$ cat src/rtl/stage_sequencer.sv
// Multi-cycle instruction sequencer: walks each instruction through fetch/decode/execute/
// optional data access/writeback, owns the PC, and watches memory handshakes for timeouts.
//
// state  | meaning
// IDLE   | one settling cycle after reset
// FETCH  | instruction request outstanding
// DECODE | decode enable pulse
// EXEC   | execute; next PC and op kind latched
// MEM    | data request outstanding
// WB     | register write and retire
// HALT   | stopped on request, reset only exit
// FAULT  | timeout or misaligned branch, reset only exit
module stage_sequencer #(
  parameter int              XLEN        = 32,
  parameter logic [XLEN-1:0] RESET_PC    = '0,
  parameter int              MEM_TIMEOUT = 16
) (
  input  logic            clk,
  input  logic            rst,
  output logic            imem_req,
  input  logic            imem_ready,
  output logic            dmem_req,
  output logic            dmem_we,
  input  logic            dmem_ready,
  input  logic            is_load,
  input  logic            is_store,
  input  logic            branch_taken,
  input  logic [XLEN-1:0] branch_target,
  input  logic            halt_req,
  output logic            decode_en,
  output logic            exec_en,
  output logic            wb_en,
  output logic            rf_we,
  output logic [XLEN-1:0] pc,
  output logic [31:0]     retired_cnt,
  output logic [2:0]      state,
  output logic            fault
);

  localparam logic [2:0] S_IDLE   = 3'd0;
  localparam logic [2:0] S_FETCH  = 3'd1;
  localparam logic [2:0] S_DECODE = 3'd2;
  localparam logic [2:0] S_EXEC   = 3'd3;
  localparam logic [2:0] S_MEM    = 3'd4;
  localparam logic [2:0] S_WB     = 3'd5;
  localparam logic [2:0] S_HALT   = 3'd6;
  localparam logic [2:0] S_FAULT  = 3'd7;

  localparam int              CW        = $clog2(MEM_TIMEOUT);
  localparam logic [CW-1:0]   WAIT_LAST = CW'(MEM_TIMEOUT - 1);

  logic [2:0]      r_state;
  logic [XLEN-1:0] r_pc;
  logic [XLEN-1:0] r_next_pc;
  logic [31:0]     r_retired_cnt;
  logic            r_fault;
  logic            r_is_store;
  logic [CW-1:0]   r_wait_cnt;

  logic [2:0]      w_next_state;
  logic            w_wait_last;
  logic            w_waiting;
  logic            w_ready;

  assign w_wait_last = (r_wait_cnt == WAIT_LAST);
  assign w_waiting   = (r_state == S_FETCH) || (r_state == S_MEM);
  assign w_ready     = (r_state == S_FETCH) ? imem_ready : dmem_ready;

  always_comb begin
    w_next_state = r_state;
    case (r_state)
      S_IDLE:   w_next_state = S_FETCH;
      S_FETCH: begin
        if (imem_ready)       w_next_state = S_DECODE;
        else if (w_wait_last) w_next_state = S_FAULT;
      end
      S_DECODE: w_next_state = S_EXEC;
      S_EXEC: begin
        // Misaligned taken branch is fatal; a load+store combo is handled as a store in MEM.
        if (branch_taken && (branch_target[1:0] != 2'b00)) w_next_state = S_FAULT;
        else if (is_load || is_store)                       w_next_state = S_MEM;
        else                                                w_next_state = S_WB;
      end
      S_MEM: begin
        if (dmem_ready)       w_next_state = S_WB;
        else if (w_wait_last) w_next_state = S_FAULT;
      end
      S_WB:     w_next_state = halt_req ? S_HALT : S_FETCH;
      default:  w_next_state = r_state;
    endcase
  end

  always_ff @(posedge clk) begin
    if (rst) begin
      r_state       <= S_IDLE;
      r_pc          <= RESET_PC;
      r_next_pc     <= RESET_PC;
      r_retired_cnt <= '0;
      r_fault       <= 1'b0;
      r_is_store    <= 1'b0;
      r_wait_cnt    <= '0;
    end else begin
      r_state <= w_next_state;
      // Counter restarts whenever a new request window opens.
      if (w_next_state != r_state &&
          (w_next_state == S_FETCH || w_next_state == S_MEM))
        r_wait_cnt <= '0;
      else if (w_waiting && !w_ready)
        r_wait_cnt <= r_wait_cnt + 1'b1;
      if (r_state == S_EXEC) begin
        r_next_pc  <= branch_taken ? branch_target : r_pc + XLEN'(4);
        r_is_store <= is_store;
      end
      if (r_state == S_WB) begin
        r_pc          <= r_next_pc;
        r_retired_cnt <= r_retired_cnt + 32'd1;
      end
      if (r_state == S_FAULT)
        r_fault <= 1'b1;
    end
  end

  assign imem_req    = (r_state == S_FETCH);
  assign dmem_req    = (r_state == S_MEM);
  assign dmem_we     = (r_state == S_MEM) && r_is_store;
  assign decode_en   = (r_state == S_DECODE);
  assign exec_en     = (r_state == S_EXEC);
  assign wb_en       = (r_state == S_WB);
  assign rf_we       = (r_state == S_WB) && !r_is_store;
  assign pc          = r_pc;
  assign retired_cnt = r_retired_cnt;
  assign state       = r_state;
  assign fault       = r_fault;

endmodule

$ cat config.mk
export PLATFORM = sky130hd
export DESIGN_NAME = stage_sequencer
export DESIGN_NICKNAME = d
export VERILOG_FILES = /design/src/rtl/stage_sequencer.sv
export SDC_FILE = /design/constraint.sdc
export NUM_CORES = 1
export LEC_CHECK = 0
export CAP_MARGIN = 20
export CORE_ASPECT_RATIO = 1.2
export CORE_UTILIZATION = 50
export CTS_BUF_LIST = sky130_fd_sc_hd__clkbuf_16
export CTS_CLUSTER_DIAMETER = 150
export CTS_CLUSTER_SIZE = 12
export DETAILED_ROUTE_END_ITERATION = 16
export PLACE_DENSITY_LB_ADDON = 0.2
export RECOVER_POWER = 100
export SLEW_MARGIN = 20
export SYNTH_ARGS = -nofsm -noshare
export SYNTH_HDL_FRONTEND = slang
export SYNTH_SLANG_ARGS = --single-unit
$ cat constraint.sdc
create_clock -name clk -period 3.1 [get_ports clk]
set_clock_uncertainty 0.1 [all_clocks]
set_input_delay 0.93 -clock clk [delete_from_list [all_inputs] [get_ports clk]]
set_output_delay 0.93 -clock clk [all_outputs]
set_load 0.01 [all_outputs]
Word-level counts from Yosys, hierarchy flattened
Index checks and enable logic that the tools add are counted.
{"block": "word_totals", "regBits": 105, "out_inout_bits": 75}
{"block": "op_classes", "eq_ne": 10, "n_mux": 9, "add_sub_neg": 3, "n_reduce_logical": 13}
{"operator": "$add 32x1->32 const B", "n": 1}
{"operator": "$add 32x3->32 const B", "n": 1}
{"operator": "$mux 32", "n": 1}
{"operator": "$pmux 3 s6", "n": 1}
{"operator": "$eq 3x3->1 const B", "n": 4}
{"operator": "$mux 3", "n": 4}
{"operator": "$eq 3x1->1 const B", "n": 2}
{"operator": "$eq 3x2->1 const B", "n": 2}
{"operator": "$logic_and 1x1->1", "n": 5}
{"operator": "$add 4x1->4 const B", "n": 1}
{"operator": "$eq 4x4->1 const B", "n": 1}
{"operator": "$logic_not 3->1", "n": 1}
{"operator": "$logic_or 1x1->1", "n": 3}
{"operator": "$ne 3x3->1", "n": 1}
{"operator": "$logic_not 1->1", "n": 2}
{"operator": "$mux 1", "n": 2}
{"operator": "$mux 2", "n": 1}
{"operator": "$reduce_bool 2->1", "n": 1}
{"operator": "$reduce_or 2->1", "n": 1}

Logic depth before layout (Yosys ltp)
Gate-level depths: netlist of the first run.
{"block": "logic_depth", "ltp_word": 8, "depth_mapped": 7, "ltp_nobuf": 6}

Worst setup path before layout of the first run
No wires, ideal clock.
{"block": "synth_path", "path_type": "register -> output", "startpoint": "register r_state[2], in the netlist state[2]", "endpoint": "output exec_en", "stages_incl_launch_ff": 6, "slack_ns": 0.670, "arrival_ns": 1.400, "path_buffers": 2, "path_cell_list": "dfxtp_1 -> nand2b_1 -> or2_1 -> inv_1 -> clkbuf_1 -> buf_2"}
{"block": "synth_between", "elab_chain_cells": 1}
{"item": "start: declaration", "line_no": "52", "source": "logic [2:0] r_state;"}
{"item": "start signal: assignment", "line_no": "103", "source": "r_state <= w_next_state;"}
{"item": "$eq 3x2->1", "line_no": "127", "source": "assign exec_en = (r_state == S_EXEC);"}
{"item": "end: declaration", "line_no": "31", "source": "output logic exec_en,"}
Every way passes these cells.

Worst setup path after layout of the first run
Ends and elaborated chain as after synthesis.

==> flow_summary.toml, run 1 <==
[status]
status = "finished, violations left"
violations = "max-capacitance violations, max-slew violations"

[critical_path]
crit_family = "buffers and inverters"
crit_buf_inv = 2
slowest_delay_ns = 0.56
arrival_ns = 1.93
worstPathCellList = "nand2b_1, or2_1, inv_1, clkdlybuf4s50_1"
worst-path-max-fanout = 10
worstSetupEndpointType = "primary output"
worstSetupPathDepth = 4
worst_r2r_path_depth = 7
crit_path_start_kind = "flip-flop"
r2r-start = "state[0]"
critPathKind = "reg -> out"
cp.required_ns = 2.07
reg2reg_slack_ns = 0.45
crit_slowest_cell = "clkdlybuf4s50_1"
startpoint = "state[2]"

[sta]
setup_violations = 0
report.final.slew_viol_count = 40
fin_tns_setup_ns = 0
post-route-min-period_ns = 2.96
fmax_mhz = 338
worstMarginPinSlew_ns = 1.65
rsz0062_at_grt = "no"
hold_violations = 0
relSlewSlack_pct = -10.1
fin_crit_sh_pct = 95.5

[floorplanning]
dieArea_um2 = 10400
initial_core_util_pct = 52.2
core_area_um2 = 9610
die_y_um = 112
pin_count = 115
die_w_um = 93.4
rows = 39

[placed_design]
io_buffers = 114
gp_congestion = 0.837
post-dp-hpwl_um = 9050

[synth]
synth_area_um2 = 5010
syn_avg_cell_area_um2 = 7.80
synth_cell_type_count = 40
synth_edf_count = 0
synthMuxAreaShare_pct = 0.799
synth-simple-area-share_pct = 28.3
synth_compound_area_share_pct = 14.9
syn_nets = 686
synth_top_family_by_area = "simple AND/OR/NAND/NOR gates"
ys_seq_area_share_pct = 41.9
yosys_register_bits = 105
netlist_instances = 643
synth_adder_area_share_pct = 0.749
ys.flop_type = "dfxtp_1"
synthArstFlopShare_pct = 0
yosysWarnings = 0
synthXorXnorAreaFrac_pct = 9.43

[clock_tree]
postCtsHoldBufs = 0
clk_path_buf_depth = 2
root_buffer = "clkbuf_16"
cts_tree = "done"
clock-sinks = 105
clock_latency_ns = 0.34
cts_buffers = 9
htreeDepth = 3
cts.reportedPaths.clkPinSlew_ns = 0.07

[global_routing]
grt_max_degree = 42
grt_overflow_total = 0
grt_first_pass_wirelength_um = 21700
first_global_vias = 4616
grt_usage_pct = 25.7
antenna_found_initial = 0

[drt]
vias_per_cell = 5.73
first_iter_violations = 231
first_pass_iters = 5
detail_route.wl_per_cell_um = 15.3
drc = 0
num_vias = 4982
antenna_left = 0
routed_wirelength_um = 13300

[cells_and_area]
final_cell_mix = "nand2_1, dfxtp_1, dlygate4sd3_1"
final_common_cell = "nand2_1"
insertedDiodeCount = 0
final_core_util_pct = 68.1
nets = 785
area_growth_pct = 30.5
drive_gt1_share_pct = 4.55

[hold_path]
min_path_cells = 2
hp-start = "r_next_pc[6]"
hp-class = "reg -> reg"

[power]
finalPower_w = 0.00269
ir_drop_mv = 0.301
p_leak_nw = 2.38
cellPowerDensity_nw_per_um2 = 412

[job]
drv_cap = 1
## tightest hold or removal path, stage by stage, from the launching register on
cell and delay, ns:
dfxtp_1 0.31, nand2_1 0.05, a21oi_1 0.05
## state kept, by name, summed over array words and instances, names as in the netlist
register / cells
r_wait_cnt: 4
state: 3
retired_cnt: 32
pc: 32
r_is_store: 1
r_next_pc: 32
fault: 1
## per-stage QoR
| stage | instances | hold WS, ns | cell area (µm²) | worst slack, ns |
|---|---|---|---|---|
| after floorplan | 643 | 0.332 | 5010 | 0.670 |
| after global placement | 854 | 0.335 | 6270 | 0.290 |
| after detailed placement | 854 | 0.344 | 6270 | 0.190 |
| after CTS | 870 | 0.352 | 6550 | 0.0797 |
| after global routing | 870 | 0.380 | 6540 | 0.0276 |
| final | 870 | 0.351 | 6540 | 0.139 |
## layer usage
metal  track usage (%)  share of wire (%)  wire length (µm)
met1              31.9                 43              5680
met5                 0                  0                 0
met4              10.9                2.4               313
met3              3.21                4.8               639
met2              44.2                 50              6650
## logic make-up after synthesis
logic type | count (synthesis)
compound gates | 128
flops | 105
xor+xnor | 54
simple gates | 297
buf+inv | 52
fa+ha+maj | 3
mux | 4
## worst paths after layout
kind,to
setup / recovery,exec_en
hold reg to reg,pc[6]
hold / removal,pc[6]
setup reg to reg,retired_cnt[29]
## cells in the mapped netlist (all sizes together) (4+ instances only)
cell | count | share of area, %
o22ai | 9 | 1.1
buf | 7 | 0.57
a21oi | 61 | 6.1
clkbuf | 35 | 2.6
or3 | 7 | 0.87
nand2 | 115 | 8.6
nor2 | 55 | 4.1
a211oi | 5 | 0.75
o211ai | 6 | 0.90
a221oi | 8 | 1.4
nand2b | 5 | 0.62
inv | 10 | 0.75
and4 | 7 | 1.2
a31oi | 8 | 1.0
nand3 | 32 | 3.2
mux2i | 4 | 0.80
dfxtp | 105 | 42
and3 | 16 | 2.0
nor3 | 14 | 1.4
xnor2 | 30 | 5.2
nor4 | 12 | 1.6
o21ai | 22 | 2.2
and2 | 4 | 0.50
nand4 | 19 | 2.4
xor2 | 24 | 4.2
## power breakdown
part | internal [W] | switching, W | leakage (nW)
Clock | 0.000618 | 0.000491 | 0.140
Sequential | 0.00136 | 0.0000140 | 0.847
Combinational | 0.0000950 | 0.000113 | 1.39
Total | 0.00208 | 0.000617 | 2.38
## repair_timing
action	CTS	global route
buffers inserted	0	0
endpoints found under the setup margin	0	1
endpoints found under the hold margin	0	0
resized for setup	0	1
## cell type report
class,instances,area [µm²]
multi-input combinational,486,2710
tap,123,154
clock buffer,9,225
inverter,10,37.5
clock inverter,7,62.6
timing repair buffer,130,1250
fill,807,3070
sequential,105,2100
(Power assumes the default switching activity.)
==> run 2, diff against run 1 <==
- ABC_AREA: default -> 0
- SLEW_MARGIN: 20 -> default
==> results of run 2 <==
No change in the layout: final DEF, timing and power equal those of run 1.
